**src/rtl/sdram_arbiter.sv**
```systemverilog
// sdram_arbiter: two-port round-robin arbiter/sequencer in front of sdram_ctrl (clk_133mhz).
// A write port (camera pixel writer) and a read port (display fetch) share the single
// controller command port; one transaction is in flight at a time.
// Optional watchdog abort: define SDRAM_ARB_TIMEOUT_EN to enable it (TIMEOUT_CYC cycles).
module sdram_arbiter #(
    parameter int unsigned ADDR_W      = 15,
    parameter int unsigned DATA_W      = 16,
    parameter int unsigned TIMEOUT_CYC = 1024
) (
    input  logic              i_clk,
    input  logic              i_rst,
    input  logic              i_wr_req,
    input  logic [ADDR_W-1:0] i_wr_addr,
    input  logic [DATA_W-1:0] i_wr_data,
    output logic              o_wr_ack,
    input  logic              i_rd_req,
    input  logic [ADDR_W-1:0] i_rd_addr,
    output logic              o_rd_ack,
    output logic [DATA_W-1:0] o_rd_data,
    output logic              o_rd_valid,
    output logic              o_sdram_en,
    output logic              o_rw,
    output logic [ADDR_W-1:0] o_addr,
    output logic [DATA_W-1:0] o_datain,
    input  logic              i_ready,
    input  logic              i_dataval,
    input  logic [DATA_W-1:0] i_dataout,
    output logic              o_busy,
    output logic              o_err
);

    typedef enum logic [1:0] {
        IDLE   = 2'd0,
        ACCEPT = 2'd1,
        DONE   = 2'd2
    } state_t;

    // Port identifiers double as the o_rw encoding (0 = write, 1 = read)
    localparam logic PORT_WR = 1'b0;
    localparam logic PORT_RD = 1'b1;

    state_t            state;
    state_t            state_nxt;
    logic              last_grant;
    logic              last_grant_nxt;
    logic              rd_done;
    logic              rd_done_nxt;
    logic              grant_port;
    logic              in_xfer;
    logic              wd_expire;

    logic              wr_ack_nxt;
    logic              rd_ack_nxt;
    logic [DATA_W-1:0] rd_data_nxt;
    logic              rd_valid_nxt;
    logic              sdram_en_nxt;
    logic              rw_nxt;
    logic [ADDR_W-1:0] addr_nxt;
    logic [DATA_W-1:0] datain_nxt;
    logic              busy_nxt;
    logic              err_nxt;

    assign in_xfer = (state == ACCEPT) || (state == DONE);

`ifdef SDRAM_ARB_TIMEOUT_EN
    localparam int unsigned WD_W = (TIMEOUT_CYC > 1) ? $clog2(TIMEOUT_CYC) : 1;

    logic [WD_W-1:0] wd_cnt;

    assign wd_expire = in_xfer && (wd_cnt == WD_W'(TIMEOUT_CYC - 1));

    // Watchdog: counts cycles spent in a transaction, cleared whenever idle
    always_ff @(posedge i_clk) begin
        if (i_rst) begin
            wd_cnt <= '0;
        end else if (!in_xfer) begin
            wd_cnt <= '0;
        end else begin
            wd_cnt <= wd_cnt + WD_W'(1);
        end
    end
`else
    logic unused_timeout;

    assign wd_expire      = 1'b0;
    assign unused_timeout = |TIMEOUT_CYC;
`endif

    // Winner selection: a lone requester wins, contention alternates against last grant
    always_comb begin
        grant_port = PORT_WR;
        if (i_wr_req && i_rd_req) begin
            grant_port = ~last_grant;
        end else if (i_rd_req) begin
            grant_port = PORT_RD;
        end
    end

    // Next-state and next-output logic
    always_comb begin
        state_nxt      = state;
        last_grant_nxt = last_grant;
        rd_done_nxt    = rd_done;
        wr_ack_nxt     = 1'b0;
        rd_ack_nxt     = 1'b0;
        rd_data_nxt    = o_rd_data;
        rd_valid_nxt   = 1'b0;
        sdram_en_nxt   = o_sdram_en;
        rw_nxt         = o_rw;
        addr_nxt       = o_addr;
        datain_nxt     = o_datain;
        err_nxt        = 1'b0;

        case (state)
            IDLE: begin
                if (i_ready && (i_wr_req || i_rd_req)) begin
                    state_nxt      = ACCEPT;
                    sdram_en_nxt   = 1'b1;
                    last_grant_nxt = grant_port;
                    rd_done_nxt    = 1'b0;
                    rw_nxt         = grant_port;
                    if (grant_port == PORT_RD) begin
                        addr_nxt   = i_rd_addr;
                        datain_nxt = '0;
                        rd_ack_nxt = 1'b1;
                    end else begin
                        addr_nxt   = i_wr_addr;
                        datain_nxt = i_wr_data;
                        wr_ack_nxt = 1'b1;
                    end
                end
            end
            ACCEPT: begin
                if (!i_ready) begin
                    sdram_en_nxt = 1'b0;
                    state_nxt    = DONE;
                end
            end
            DONE: begin
                if (i_ready) begin
                    state_nxt = IDLE;
                end
            end
            default: begin
                state_nxt    = IDLE;
                sdram_en_nxt = 1'b0;
            end
        endcase

        // Only the first data beat of a read is returned to the read port
        if (in_xfer && (o_rw == PORT_RD) && i_dataval && !rd_done) begin
            rd_data_nxt  = i_dataout;
            rd_valid_nxt = 1'b1;
            rd_done_nxt  = 1'b1;
        end

        // Watchdog abort wins over everything and suppresses any read return
        if (wd_expire) begin
            state_nxt    = IDLE;
            sdram_en_nxt = 1'b0;
            err_nxt      = 1'b1;
            rd_valid_nxt = 1'b0;
            rd_data_nxt  = o_rd_data;
        end

        busy_nxt = (state_nxt != IDLE);
    end

    // State and registered outputs
    always_ff @(posedge i_clk) begin
        if (i_rst) begin
            state      <= IDLE;
            last_grant <= PORT_RD;
            rd_done    <= 1'b0;
            o_wr_ack   <= 1'b0;
            o_rd_ack   <= 1'b0;
            o_rd_data  <= '0;
            o_rd_valid <= 1'b0;
            o_sdram_en <= 1'b0;
            o_rw       <= 1'b0;
            o_addr     <= '0;
            o_datain   <= '0;
            o_busy     <= 1'b0;
            o_err      <= 1'b0;
        end else begin
            state      <= state_nxt;
            last_grant <= last_grant_nxt;
            rd_done    <= rd_done_nxt;
            o_wr_ack   <= wr_ack_nxt;
            o_rd_ack   <= rd_ack_nxt;
            o_rd_data  <= rd_data_nxt;
            o_rd_valid <= rd_valid_nxt;
            o_sdram_en <= sdram_en_nxt;
            o_rw       <= rw_nxt;
            o_addr     <= addr_nxt;
            o_datain   <= datain_nxt;
            o_busy     <= busy_nxt;
            o_err      <= err_nxt;
        end
    end

endmodule
```
**config.mk**
```make
export PLATFORM = sky130hd
export DESIGN_NAME = sdram_arbiter
export DESIGN_NICKNAME = d
export VERILOG_FILES = /design/src/rtl/sdram_arbiter.sv
export SDC_FILE = /design/constraint.sdc
export NUM_CORES = 1
export LEC_CHECK = 0
export ABC_AREA = 0
export CAP_MARGIN = 20
export CORE_MARGIN = 4
export CORE_UTILIZATION = 60
export CTS_CLUSTER_DIAMETER = 150
export CTS_CLUSTER_SIZE = 30
export DETAILED_ROUTE_END_ITERATION = 10
export DONT_BUFFER_PORTS = 1
export PLACE_DENSITY = 0.86
export SYNTH_ARGS = -nofsm -noshare
export SYNTH_HDL_FRONTEND = slang
export SYNTH_SLANG_ARGS = --single-unit
```
**constraint.sdc**
```tcl
create_clock -name i_clk -period 2.2 [get_ports i_clk]
set_input_delay 0.22 -clock i_clk [delete_from_list [all_inputs] [get_ports i_clk]]
set_output_delay 0.22 -clock i_clk [all_outputs]
set_load 0.01 [all_outputs]
```
==> results.ini <==
[drt]
drc = 0
ant_nets = 0
drt_iter0_markers = 145
top_layer_used = met4
drt_first_pass_iters = 5
via_per_inst = 5.89
wl_met3_um = 814
vias = 2096
wirelength_um = 6750
wl_met2_um = 3400
avgRoutedWirePerCell_um = 19.0
drt-met1-wl_um = 2310

[timing]
finalHoldViolCount = 0
setup_viol = 0
min_period_ns = 2.17
maxSlewViolCount = 0
worst_pin_slew_ns = 0.646
holdWs_ns = 0.0163
setup_slack_ns = 0.0320
fin_skew_ns = 0.00931
slew-limit-headroom_pct = 56.9
setup_tns_ns = 0
fmax_ghz = 0.461
period_share_pct = 98.5

[global_route]
grt_pass1_vias = 2031
grt-ovfl-total = 0
grt_max_degree = 37
grt_usage_pct = 30.2
antenna_found_initial = 0
grt_pass1_wl_um = 10000

[final_layout]
final_util_pct = 89.1
final_area_um2 = 3020
fin_nets = 377
final_cell_mix = nand2_1, dlygate4sd3_1, dfxtp_1, nor2_1, a21oi_1
instances_no_fill = 356
mostFrequentLayoutCell = nand2_1
num_antenna_cells = 0
synthToLayoutAreaGrowth_pct = 40.7
drive_gt1_share_pct = 11.6
fillers = 150

[logic_synthesis]
synthMuxAreaShare_pct = 0
synth_top_family_by_area = compound AO/OA/AOI/OAI gates
synth-warning-count = 0
synth_nets = 312
synth-simple-area-share_pct = 19.5
yosysSeqAreaShare_pct = 53.1
postSynthAreaPerCell_um2 = 8.95
synth-edff-count = 0
synthesis.area_um2 = 2150
synth-seq-cells = 57
synth_cell_types = 31
post_synth_fa_ha_maj_area_fraction_pct = 2.33
syn_inst = 240
synth_compound_area_share_pct = 20.0
async_flop_share_pct = 0
synth_xor_area_share_pct = 0
ys.flop_type = dfxtp_1

[hold_path]
hold_path_class = input pin to flop
min-delay-start = i_wr_addr[11]

[clock_network]
clk_pin_slew_worst_paths_ns = 0.10
clkLatencyLatePin_ns = 0.38
cts_buffers = 9
htreeDepth = 3
clockRootBuffer = clkbuf_4
cts_tree = built
clock_path_buffers = 2
clock_sinks = 57

[pwr]
power.density_nw_per_um2 = 769
peakVddDrop_mv = 0.538
power_leakage_nw = 1.21
total_power_mw = 2.32

[placement]
dp_cells = 274
dp_slack_ns = 0.563
dpl-instance-area_um2 = 2150
port_buffers = 0
dp_hpwl_um = 3320
gp_congestion = 0.774

[floorplanning]
coreArea_um2 = 3390
fp.dieH_um = 67.8
start_util_pct = 63.4
chipWidth_um = 67.8
rows = 21
ioPinCount = 122
die_area_um2 = 4600

[worst_setup_path]
critPathMaxFanout = 15
cp.required_ns = 2.52
worstReg2RegStart = state[1]$_SDFF_PP0_
critPathArrivalTime_ns = 2.49
crit_start = state[1]$_SDFF_PP0_
crit_path_start_kind = flop
crit_path_end_kind = flop
worstSetupPathType = flop to flop

[run_status]
status = finished clean

[flow_run]
drv_cap = 0

cell families after synthesis:
family,after synthesis
other cells,1
compound gates,56
buf+inv,21
flops,57
fa+ha+maj,4
simple gates,101
area by class of cell:
type / instances / area [um^2] / share of cell area [%]
Sequential cell: 57 / 1140 / 37.8
Multi-Input combinational cell: 162 / 928 / 30.7
Timing Repair Buffer: 70 / 721 / 23.9
Clock buffer: 15 / 150 / 4.97
Tap cell: 46 / 57.6 / 1.90
Inverter: 5 / 18.8 / 0.621
Clock inverter: 1 / 5.00 / 0.166
report_power, final:
| part | total (mW) | switching [mW] | leakage, nW | internal [mW] |
|---|---|---|---|---|
| registers | 1.17 | 0.0749 | 0.465 | 1.09 |
| logic | 0.368 | 0.178 | 0.659 | 0.190 |
| clock network | 0.787 | 0.369 | 0.0885 | 0.417 |
| total | 2.32 | 0.622 | 1.21 | 1.70 |
flip-flops by register name (all words and copies together), names as in the netlist:
| signal | count |
|---|---|
| o_wr_ack | 1 |
| state | 2 |
| last_grant | 1 |
| o_rw | 1 |
| o_rd_valid | 1 |
| o_rd_data | 16 |
| o_rd_ack | 1 |
| o_addr | 15 |
| o_sdram_en | 1 |
| rd_done | 1 |
| o_datain | 16 |
| o_busy | 1 |
critical path: stages, from the launching register on:
cell           delay (ns)
dfxtp_1              0.34
inv_1                0.10
ha_1                 0.19
inv_1                0.12
nor2_4               0.20
buf_12               0.18
nor2_1               0.05
a311oi_1             0.31
dlygate4sd3_1        0.62
routing by layer:
layer,GRT usage (%),vias to the layer above
li1,-,957
met1,31.9,940
met2,52.7,166
met3,13.0,33
met4,12.2,0
met5,0,-
synth_stat cells (2+ instances only):
cell	number	share of area, %
nand2_1	68	12
nor2_1	21	3.7
or2_2	2	0.58
clkbuf_1	5	0.87
buf_1	2	0.35
dfxtp_1	57	53
a311oi_1	15	6.1
a21oi_1	19	4.4
inv_1	5	0.87
a22o_1	16	6.5
buf_2	4	0.93
nor3_1	2	0.47
buf_4	3	1.0
ha_1	4	2.3
path summary, 6_finish.rpt:
| kind | endpoint | slack, ns | cells past startpoint |
|---|---|---|---|
| max | o_addr[5]$_SDFFE_PP0P_ | 0.03 | 8 |
| min | o_addr[11]$_SDFFE_PP0P_ | 0.02 | 2 |
| max reg2reg | o_addr[5]$_SDFFE_PP0P_ | 0.03 | 8 |
| min reg2reg | o_rd_data[2]$_SDFFE_PP0P_ | 0.51 | 2 |
what timing repair did:
action                                  in CTS  in global routing
resized for setup                            0                  7
endpoints found under the setup margin       0                 15
hold buffers                                63                  0
hold endpoints to repair                    52                  0
buffers inserted                             0                  3
Note: power is estimated with default switching activity, not from simulation.
